### src/rtl/csa_seq_pkg.sv
// Shared types and sizing for the sequential carry-select adder.
// Default geometry is 16 bits processed as four 4-bit slices.
package csa_seq_pkg;

  typedef enum logic [1:0] {
    IDLE = 2'd0,
    RUN  = 2'd1,
    DONE = 2'd2
  } state_t;

  localparam int WIDTH_DEF = 16;
  localparam int SLICE_DEF = 4;
  localparam int NSLICE    = WIDTH_DEF / SLICE_DEF;

  // Slice index width; a single-slice build still needs a 1-bit index.
  function automatic int idx_w(input int n);
    return (n > 1) ? $clog2(n) : 1;
  endfunction

  localparam int IDX_W = idx_w(NSLICE);

endpackage

### src/rtl/csa_slice.sv
// Combinational W-bit carry-select slice: two ripple chains, output picked by carry-in.
// Also exposes the carry into the MSB so the sequencer can derive signed overflow.
module csa_slice #(
  parameter int W = 4
) (
  input  logic [W-1:0] a,
  input  logic [W-1:0] b,
  input  logic         cin,
  output logic [W-1:0] s,
  output logic         cout,
  output logic         msb_cin
);

  logic [W-1:0] s0, s1;
  logic [W:0]   cy0, cy1;

  always_comb begin
    cy0    = '0;
    cy1    = '0;
    s0     = '0;
    s1     = '0;
    cy0[0] = 1'b0;
    cy1[0] = 1'b1;
    for (int i = 0; i < W; i++) begin
      s0[i]     = a[i] ^ b[i] ^ cy0[i];
      cy0[i+1]  = (a[i] & b[i]) | (cy0[i] & (a[i] ^ b[i]));
      s1[i]     = a[i] ^ b[i] ^ cy1[i];
      cy1[i+1]  = (a[i] & b[i]) | (cy1[i] & (a[i] ^ b[i]));
    end
  end

  assign s       = cin ? s1 : s0;
  assign cout    = cin ? cy1[W] : cy0[W];
  assign msb_cin = cin ? cy1[W-1] : cy0[W-1];

endmodule

### src/rtl/csa_seq_ctrl.sv
// Sequential WIDTH-bit adder reusing one SLICE-bit carry-select slice, one slice per cycle.
// Optional subtract mode via macro CSA_SEQ_SUB_EN (adds port sub).
module csa_seq_ctrl
  import csa_seq_pkg::*;
#(
  parameter int WIDTH = WIDTH_DEF,
  parameter int SLICE = SLICE_DEF
) (
  input  logic             clk,
  input  logic             rstn,
  input  logic             in_valid,
  output logic             in_ready,
  input  logic [WIDTH-1:0] a,
  input  logic [WIDTH-1:0] b,
  input  logic             c_in,
`ifdef CSA_SEQ_SUB_EN
  input  logic             sub,
`endif
  output logic             out_valid,
  input  logic             out_ready,
  output logic [WIDTH-1:0] sum,
  output logic             c_out,
  output logic             ovf,
  output logic             busy
);

  localparam int NS = WIDTH / SLICE;
  localparam int IW = idx_w(NS);
  localparam logic [IW-1:0] LAST = IW'(NS - 1);

  state_t           state;
  logic [IW-1:0]    idx;
  logic [WIDTH-1:0] a_q, b_q;
  logic             cy;

  logic [SLICE-1:0] sl_s;
  logic             sl_co, sl_msb;

  csa_slice #(.W(SLICE)) u_slice (
    .a       (a_q[idx*SLICE +: SLICE]),
    .b       (b_q[idx*SLICE +: SLICE]),
    .cin     (cy),
    .s       (sl_s),
    .cout    (sl_co),
    .msb_cin (sl_msb)
  );

  always_ff @(posedge clk) begin
    if (!rstn) begin
      state     <= IDLE;
      idx       <= '0;
      a_q       <= '0;
      b_q       <= '0;
      cy        <= 1'b0;
      sum       <= '0;
      c_out     <= 1'b0;
      ovf       <= 1'b0;
      out_valid <= 1'b0;
      busy      <= 1'b0;
      in_ready  <= 1'b1;
    end else begin
      case (state)
        IDLE: begin
          if (in_valid) begin
            a_q <= a;
`ifdef CSA_SEQ_SUB_EN
            // Subtraction is a + ~b + 1, so the initial carry is forced high.
            b_q <= sub ? ~b : b;
            cy  <= sub | c_in;
`else
            b_q <= b;
            cy  <= c_in;
`endif
            idx      <= '0;
            state    <= RUN;
            in_ready <= 1'b0;
            busy     <= 1'b1;
          end
        end
        RUN: begin
          sum[idx*SLICE +: SLICE] <= sl_s;
          cy  <= sl_co;
          idx <= idx + 1'b1;
          if (idx == LAST) begin
            c_out     <= sl_co;
            ovf       <= sl_msb ^ sl_co;
            idx       <= '0;
            state     <= DONE;
            out_valid <= 1'b1;
          end
        end
        DONE: begin
          if (out_ready) begin
            state     <= IDLE;
            out_valid <= 1'b0;
            busy      <= 1'b0;
            in_ready  <= 1'b1;
          end
        end
        default: begin
          state     <= IDLE;
          out_valid <= 1'b0;
          busy      <= 1'b0;
          in_ready  <= 1'b1;
        end
      endcase
    end
  end

endmodule
### config.mk
export PLATFORM = sky130hd
export DESIGN_NAME = csa_seq_ctrl
export DESIGN_NICKNAME = d
export VERILOG_FILES = /design/src/rtl/csa_seq_pkg.sv /design/src/rtl/csa_slice.sv /design/src/rtl/csa_seq_ctrl.sv
export SDC_FILE = /design/constraint.sdc
export NUM_CORES = 1
export LEC_CHECK = 0
export ABC_AREA = 1
export CAP_MARGIN = 10
export CORE_MARGIN = 5
export CORE_UTILIZATION = 25
export DETAILED_ROUTE_END_ITERATION = 12
export PLACE_DENSITY = 0.57
export SETUP_SLACK_MARGIN = 0.05
export SYNTH_ARGS = -nofsm -noshare
export SYNTH_HDL_FRONTEND = slang
export SYNTH_SLANG_ARGS = --single-unit
### constraint.sdc
create_clock -name clk -period 4.9 [get_ports clk]
set_input_delay 0.735 -clock clk [delete_from_list [all_inputs] [get_ports clk]]
set_output_delay 0.735 -clock clk [all_outputs]
set_load 0.05 [all_outputs]
==> flow_summary.ini, run 1 <==
[routing]
viasPerCell = 4.27
vias = 2333
wl_per_cell_um = 11.9
postRouteAntennaNets = 0
routed_wl_um = 6500
dr.first_iter.drc_count = 98
remaining_drc_errors = 0
drtPass1Iterations = 4

[critical_path]
slowest_stage = dfxtp_1
crit_required_ns = 5.09
timing_worst_setup_path_type = reg2reg
start_kind = flip-flop
end_kind = flip-flop
cp_cell_sequence = clkinv_1 -> nand3_1 -> and2_1 -> inv_1 -> ha_1 -> o21ai_0 -> fa_1 -> inv_1 -> fa_1 -> inv_1 -> fa_1 -> nand2_1 -> nor2_1 -> nand2_1 -> a21oi_1
crit_path_max_fanout = 13
crit_arrival_ns = 3.55
slowest_delay_ns = 0.59

[clocking]
root_buffer = clkbuf_8
ctsHoldBuffers = 0
path_clk_slew_ns = 0.06
insertion_delay_ns = 0.33
clock_sinks = 58
cts.path.max_buffers = 2
cts_buffers = 9
htree_levels = 3
postCtsSetupBuffers = 0
cts_tree = built
postCtsResizedCells = 0

[sta]
worstMarginPinSlew_ns = 0.957
fin_ws_ns = 1.54
clock_skew_ns = 0.00815
hold_viol_final = 0
tns_ns = 0
setup_violations = 0
max_freq_mhz = 298
rsz0062_at_grt = false
slew_headroom_pct = 36.0
period_needed_ns = 3.36
period_share_pct = 68.6
slew_violations = 0
timing.hold.ws_ns = 0.462

[cells_and_area]
register_area_mm2 = 0.00116
fin_util_pct = 33.8
fin_area_mm2 = 0.00344
final_layout_size_suffix_gt1_share_pct = 6.08
fillerInstances = 1106
fin_nets = 455
antenna_cells = 0
syn2layout_area_growth_pct = 33.1
multiInputGateArea_mm2 = 0.00126
stdcell_count = 547

[floorplan]
die_area_mm2 = 0.0125
die_y_um = 112
placeableCoreArea_mm2 = 0.0102
die_width_um = 112
initial_core_util_pct = 25.4
std_cell_rows = 37
io_pins = 58

[power]
p_int_uw = 832
finalPower_mw = 1.15
combPwrFrac_pct = 18.2
p_seq_share_pct = 45.2
power_density_mw_per_mm2 = 333
vdd_ir_drop_max_mv = 0.143
netSwitchingPower_uw = 315
pwr-share-clk_pct = 36.6
p_sw_share_pct = 27.4
leakagePower_nw = 1.37

[global_route]
antenna_found_initial = 0
overflow = 0
grt.total_usage_pct = 10.9
grt_pass1_vias = 2329
grt_pass1_wl_um = 11100
grt_start_max_net_pins = 37

[yosys]
synth_edf_count = 0
ys_seq_elements = 58
ys_types = 27
yosys_warnings = 0
synth_top_area_share_pct = 44.9
yosysTopAreaCell = dfxtp_1
yosys-top-cells-area = dfxtp_1, nor2_1, o21ai_0, nand2_1, a21oi_1
avgSynthCellArea_um2 = 7.31
async_flop_share_pct = 0
ys.flop_type = dfxtp_1
ys_seq_area_share_pct = 44.9
synth_cells = 354
syn_nets = 402
synth_area_mm2 = 0.00259

[placed_design]
place_area_mm2 = 0.00326
post-place-cells = 532
routabilityCongestion = 0.833
pre_cts_slack_ns = 1.54
portBuffers = 57
dp.final_hpwl_um = 4840

[run_status]
outcome = completed

[worst_hold_path]
hp-class = reg2reg

[job]
max_cap_viol_count = 0
==> final cells by class <==
| type | count | area share (%) |
|---|---|---|
| flip-flops and latches | 58 | 33.7 |
| inverters | 22 | 2.40 |
| clock inverters | 3 | 1.16 |
| repair buffers | 59 | 17.0 |
| multi-input cells | 257 | 36.6 |
| clock buffers | 12 | 4.22 |
| well taps | 136 | 4.94 |
==> worst max-delay path, delay by kind of cell, from the launching register on <==
family,cells,cell delay [ns]
simple gates,5,0.59
flops,1,0.59
fa+ha+maj,4,1.21
buf+inv,4,0.57
compound gates,2,0.25
==> state kept, by name (all words and copies together) (netlist names), 2 cells and up <==
name and cells:
a_q 16, b_q 16, sum 16, idx 2, state 2
==> power groups by stage <==
stage | registers [mW] | clock network [mW] | logic (mW)
floorplan | 0.537 | 0 | 0.129
global placement | 0.529 | 0 | 0.208
detailed placement | 0.529 | 0 | 0.212
CTS | 0.519 | 0.435 | 0.213
global route | 0.522 | 0.459 | 0.241
finish | 0.518 | 0.419 | 0.209
==> cells in the mapped netlist (3+ instances only) <==
cell and number:
nand2_1 60, ha_1 8, nand3_1 8, clkbuf_1 8, o21ai_0 48, nand3_2 3, fa_1 3, a21oi_1 20
inv_1 18, o22ai_1 4, inv_2 3, dfxtp_1 58, buf_2 7, nor2_1 89
==> routing by layer <==
layer	global-route usage (%)	wire length (µm)	up-vias
met2	16.5	2950	54
li1	-	-	1241
met3	2.88	317	7
met1	14.5	3170	1031
met4	4.95	59	0
met5	0	0	-
==> logic make-up (layout without fill, tap and decap cells) <==
logic type | after synthesis | after routing | share of synthesized area [%]
flip-flops | 58 | 58 | 44.9
AO/OA/AOI/OAI | 76 | 76 | 15.3
buffers and inverters | 39 | 96 | 6.43
XOR/XNOR | 1 | 1 | 0.339
adder cells (fa/ha/maj) | 11 | 11 | 6.19
AND/OR/NAND/NOR | 169 | 169 | 26.8
==> path summary, 6_finish.rpt <==
check	from	end	slack [ns]	depth (start not counted)
worst min register to register	busy	busy	0.46	2
worst max-delay path	idx[1]	sum[7]	1.54	15
worst max register to register	idx[1]	sum[7]	1.54	15
worst min-delay path	busy	busy	0.46	2
==> cell usage in the layout (no fill, tap or decap), types with 3 or more instances in the layout <==
cell type | netlist | routed
nand3_2 | 3 | 3
nand3_1 | 8 | 8
o21ai_0 | 48 | 48
fa_1 | 3 | 3
clkdlybuf4s50_1 | 0 | 57
clkbuf_8 | 0 | 10
dfxtp_1 | 58 | 58
inv_2 | 3 | 3
nand2_1 | 60 | 60
ha_1 | 8 | 8
nor2_1 | 89 | 89
o22ai_1 | 4 | 4
a21oi_1 | 20 | 20
inv_1 | 18 | 18
Note: power is estimated with default switching activity, not from simulation.
==> run 2: changes to the inputs <==
--- a/config.mk
+++ b/config.mk
@@ -10,7 +10,7 @@
 export CORE_MARGIN = 5
 export CORE_UTILIZATION = 25
 export DETAILED_ROUTE_END_ITERATION = 12
-export PLACE_DENSITY = 0.57
+export PLACE_DENSITY = 0.59
 export SETUP_SLACK_MARGIN = 0.05
 export SYNTH_ARGS = -nofsm -noshare
 export SYNTH_HDL_FRONTEND = slang
==> constraint.sdc (replaced) <==
create_clock -name clk -period 2.7 [get_ports clk]
set_input_delay 0.405 -clock clk [delete_from_list [all_inputs] [get_ports clk]]
set_output_delay 0.405 -clock clk [all_outputs]
set_load 0.05 [all_outputs]
==> run 2 against run 1 <==
The run now ends with negative setup slack left. Maximum frequency rose by 22%. Clock-buffer cell count shrank 1. Global-route usage up 0.26 points. Routed wire length grew 3.3%. Clock power is 110% higher. Critical path type unchanged. Largest power group unchanged.
==> flow_summary.ini, run 2 (same netlist as run 1, synthesis figures left out) <==
[critical_path]
slowest_stage = fa_1
crit_arrival_ns = 3.01
slowest_delay_ns = 0.54
cp_top_family = adder cells
start_kind = flip-flop
crit_required_ns = 2.96
end_kind = flip-flop
cp_cell_sequence = buf_6 -> nand2_2 -> nand3_2 -> and2_4 -> ha_4 -> nand2_4 -> o21ai_4 -> fa_2 -> inv_2 -> fa_2 -> inv_2 -> fa_1 -> nand2_2 -> nor2_4 -> nand2_1 -> a21oi_1
crit_path_max_fanout = 6
crit_buf_inv = 3
timing_worst_setup_path_type = reg2reg

[routing]
remaining_drc_errors = 0
vias = 2447
postRouteAntennaNets = 0
dr.first_iter.drc_count = 134
wl_per_cell_um = 11.9
drtPass1Iterations = 4
routed_wl_um = 6720
viasPerCell = 4.35

[worst_hold_path]
hp-class = reg2reg

[sta]
max_freq_mhz = 364
rsz0062_at_grt = true
setup_violations = 3
hold_viol_final = 0
timing.hold.ws_ns = 0.464
slew_headroom_pct = 53.1
worstMarginPinSlew_ns = 0.703
period_needed_ns = 2.75
clock_skew_ns = 0.00973
fin_ws_ns = -0.0502
period_share_pct = 102
slew_violations = 0

[clocking]
root_buffer = clkbuf_8
htree_levels = 3
cts.path.max_buffers = 2
cts_tree = built
cts_buffers = 9
clock_sinks = 58
insertion_delay_ns = 0.34
path_clk_slew_ns = 0.07

[cells_and_area]
antenna_cells = 0
final_layout_size_suffix_gt1_share_pct = 16.2
fin_nets = 469
reg_top3 = a_q: 16 flops, b_q: 16 flops, sum: 16 flops
syn2layout_area_growth_pct = 43.3
final_common_cell = nor2_1
fin_area_mm2 = 0.00370
final_cell_mix = nor2_1, clkdlybuf4s50_1, dfxtp_1
stdcell_count = 562

[floorplan]
std_cell_rows = 37
die_area_mm2 = 0.0125
io_pins = 58
die_y_um = 112
placeableCoreArea_mm2 = 0.0102
die_width_um = 112
initial_core_util_pct = 25.4

[global_route]
antenna_found_initial = 0
grt.total_usage_pct = 11.2
grt_start_max_net_pins = 36
grt_pass1_vias = 2365
grt_pass1_wl_um = 11200
overflow = 0

[power]
leakagePower_nw = 1.46
vdd_ir_drop_max_mv = 0.202
power_density_mw_per_mm2 = 615

[placed_design]
routabilityCongestion = 0.821
dp.final_hpwl_um = 5140
place_area_mm2 = 0.00336
pre_cts_slack_ns = -0.118
portBuffers = 57
post-place-cells = 540

[run_status]
outcome = complete, but fails checks
violations = negative setup slack

[job]
max_cap_viol_count = 0
[run 2: final cells by class]
class / count / area, µm²
flip-flops and latches: 58 / 1170
fillers: 1094 / 6480
clock buffers: 11 / 141
inverters: 22 / 91.3
clock inverters: 5 / 77.6
well taps: 136 / 170
repair inverters: 1 / 6.26
multi-input cells: 257 / 1370
repair buffers: 72 / 687
[run 2: worst register-to-register path: stages (launching register included)]
cell and delay (ns):
dfxtp_4 0.38, buf_6 0.13, nand2_2 0.06, nand3_2 0.06, and2_4 0.15, ha_4 0.16
nand2_4 0.05, o21ai_4 0.06, fa_2 0.39, inv_2 0.07, fa_2 0.20, inv_2 0.04
fa_1 0.54, nand2_2 0.09, nor2_4 0.11, nand2_1 0.05, a21oi_1 0.13
[run 2: final timing paths]
kind / end / cells past startpoint / startpoint / slack, ns
setup / recovery: sum[15] / 16 / idx[0] / -0.05
hold / removal: c_out / 2 / c_out / 0.46
setup reg to reg: sum[15] / 16 / idx[0] / -0.05
hold reg to reg: c_out / 2 / c_out / 0.46
[run 2: power breakdown]
| group | total [mW] | switching, mW | internal, mW |
|---|---|---|---|
| Sequential | 0.948 | 0.0385 | 0.909 |
| Clock | 0.874 | 0.333 | 0.541 |
| Combinational | 0.455 | 0.250 | 0.206 |
| Total | 2.28 | 0.621 | 1.66 |
[run 2: metrics by stage]
step,setup TNS [ns],utilization (%),total power [mW]
3_3_place_gp,-0.0204,33.0,1.37
4_1_cts,0,35.8,2.28
3_5_place_dp,-0.198,33.0,1.38
5_1_grt,-0.652,36.4,2.41
6_report,-0.0807,36.4,2.28
2_1_floorplan,-0.0429,-,1.23
[run 2: repair_timing]
item | CTS | global route
cloned | 1 | 0
setup endpoints to repair | 5 | 7
setup buffers | 4 | 1
endpoints found under the hold margin | 0 | 0
pin swaps | 8 | 12
hold buffers | 0 | 0
gates resized for setup | 10 | 16
[run 2: routing by layer]
metal  vias to the layer above  global-route usage [%]  share of wire [%]
met3                        10                    2.83                4.9
met4                         0                    5.60                1.8
met2                        59                    17.9                 48
li1                       1271                       -                  -
met1                      1107                    13.9                 45
met5                         -                       0                  0
==> run 3: changes to the inputs <==
--- a/config.mk
+++ b/config.mk
@@ -10,6 +10,7 @@
 export CORE_MARGIN = 5
 export CORE_UTILIZATION = 25
 export DETAILED_ROUTE_END_ITERATION = 12
+export MAX_ROUTING_LAYER = met4
 export PLACE_DENSITY = 0.59
 export SETUP_SLACK_MARGIN = 0.05
 export SYNTH_ARGS = -nofsm -noshare
==> constraint.sdc (replaced) <==
create_clock -name clk -period 2.7 [get_ports clk]
set_input_delay 0.54 -clock clk [delete_from_list [all_inputs] [get_ports clk]]
set_output_delay 0.54 -clock clk [all_outputs]
set_load 0.05 [all_outputs]
==> run 3 against run 2 <==
The flow now finishes without violations. Clock-buffer cell count is the same. Routed wire length grew 1.3%. Clock power grew 22%. Worst hold slack is essentially flat. Critical path depth is the same. Combinational power is essentially flat. Clock skew shrank 0.0023 ns. Die area is the same. Sequential share of layout area shrank 0.53 points. Highest routed layer unchanged.
==> flow_summary.ini, run 3 (same netlist as run 1, synthesis figures left out) <==
[routing]
postRouteAntennaNets = 0
wl_per_cell_um = 12.0
drtPass1Iterations = 4
remaining_drc_errors = 0
vias = 2437
viasPerCell = 4.30
dr.first_iter.drc_count = 116
routed_wl_um = 6800

[global_route]
antenna_found_initial = 0
use_met2_pct = 18.8
grt_pass1_vias = 2491
overflow = 0
grt.total_usage_pct = 11.8
grt_pass1_wl_um = 11500
top_usage_layer = met2
grt_start_max_net_pins = 36
grt_use_met3_pct = 2.77
met1_usage_pct = 14.0

[sta]
setup_violations = 0
period_share_pct = 96.1
hold_viol_final = 0
max_freq_mhz = 386
slew_violations = 0
tns_ns = 0
slew_headroom_pct = 48.7
rsz0062_at_grt = true
timing.hold.ws_ns = 0.465
worstMarginPinSlew_ns = 0.769
period_needed_ns = 2.59
clock_skew_ns = 0.00745

[cells_and_area]
fillerInstances = 1083
syn2layout_area_growth_pct = 46.0
register_area_mm2 = 0.00117
reg_top3 = a_q: 16 flops, b_q: 16 flops, sum: 16 flops
antenna_cells = 0
fin_area_mm2 = 0.00378
fin_nets = 474
final_common_cell = nor2_1
multiInputGateArea_mm2 = 0.00135
final_cell_mix = nor2_1, clkdlybuf4s50_1, dfxtp_1
final_layout_size_suffix_gt1_share_pct = 17.2

[clocking]
clock_sinks = 58
htree_levels = 3
ctsHoldBuffers = 0
cts_tree = built
cts_buffers = 9
path_clk_slew_ns = 0.07
root_buffer = clkbuf_8
cts.path.max_buffers = 2
insertion_delay_ns = 0.34

[power]
vdd_ir_drop_max_mv = 0.245
power_density_mw_per_mm2 = 654
leakagePower_nw = 1.52

[critical_path]
end_kind = flip-flop
crit_arrival_ns = 2.86
crit_path_max_fanout = 7
crit_required_ns = 2.97
start_kind = flip-flop
timing_worst_setup_path_type = reg2reg
reg2reg_setup_slack_ns = 0.11

[floorplan]
die_area_mm2 = 0.0125
io_pins = 58
die_width_um = 112
std_cell_rows = 37
placeableCoreArea_mm2 = 0.0102
die_y_um = 112
initial_core_util_pct = 25.4

[placed_design]
place_area_mm2 = 0.00339
dp.final_hpwl_um = 5140
routabilityCongestion = 0.804
portBuffers = 57

[job]
max_cap_viol_count = 0

[worst_hold_path]
hp-class = reg2reg

[run_status]
outcome = completed
[run 3: changes by cell type in the layout (fill, tap and decap cells not counted), moves of 2 or more]
| cell | previous run | this run |
|---|---|---|
| buf_4 | 14 | 19 |
| bufinv_16 | 2 | 4 |
| a21oi_1 | 20 | 18 |
| a21oi_2 | 0 | 2 |
[run 3: cell type report]
cell class / count / share of cell area (%)
Clock inverter: 5 / 3.31
Clock buffer: 11 / 3.74
Tap cell: 136 / 4.51
Multi-Input combinational cell: 257 / 35.8
Sequential cell: 58 / 30.9
Inverter: 22 / 2.35
Timing Repair Buffer: 78 / 19.3
[run 3: power breakdown]
| group | internal [mW] | switching, mW | total [mW] |
|---|---|---|---|
| Clock | 0.730 | 0.341 | 1.07 |
| Sequential | 0.908 | 0.0374 | 0.946 |
| Combinational | 0.209 | 0.245 | 0.454 |
| Total | 1.85 | 0.623 | 2.47 |
[run 3: timing repair]
action                                  CTS  global route
gates resized for setup                  12            11
cloned                                    0             0
setup buffers                             7             1
pin swaps                                11             2
endpoints found under the setup margin    5             7
[run 3: final timing paths]
path,start,end,cells past startpoint
worst max-delay path,idx[0],sum[15],16
worst min-delay path,c_out,c_out,2
worst max register to register,idx[0],sum[15],16
worst min register to register,c_out,c_out,2
[run 3: through the flow]
stage	instances	util [%]	total power, mW	setup slack, ns
3_3_place_gp	543	33.3	1.37	-0.0122
4_1_cts	566	36.7	2.49	0.0300
5_1_grt	567	37.1	2.60	-0.00306
3_5_place_dp	543	33.3	1.38	-0.125
6_report	567	37.1	2.47	0.106
2_1_floorplan	354	-	1.23	-0.0301
[run 3: per-layer routing]
layer / up-vias / routed length (µm) / share of wire (%)
met3: 11 / 246 / 3.6
met4: 0 / 145 / 2.1
met5: - / 0 / 0
met1: 1095 / 3180 / 47
li1: 1279 / - / -
met2: 52 / 3230 / 48
[run 3: critical path, stage by stage, from the launching register on]
cell and delay (ns):
dfxtp_4 0.41, inv_6 0.06, nand2_2 0.06, nand3_2 0.06, and2_4 0.17, ha_4 0.15, nand2_2 0.05, o21ai_2 0.05
fa_2 0.33, inv_2 0.06, fa_2 0.20, inv_2 0.04, fa_1 0.52, nand2_2 0.08, nor2_2 0.10, nand2_1 0.08
a21oi_2 0.11
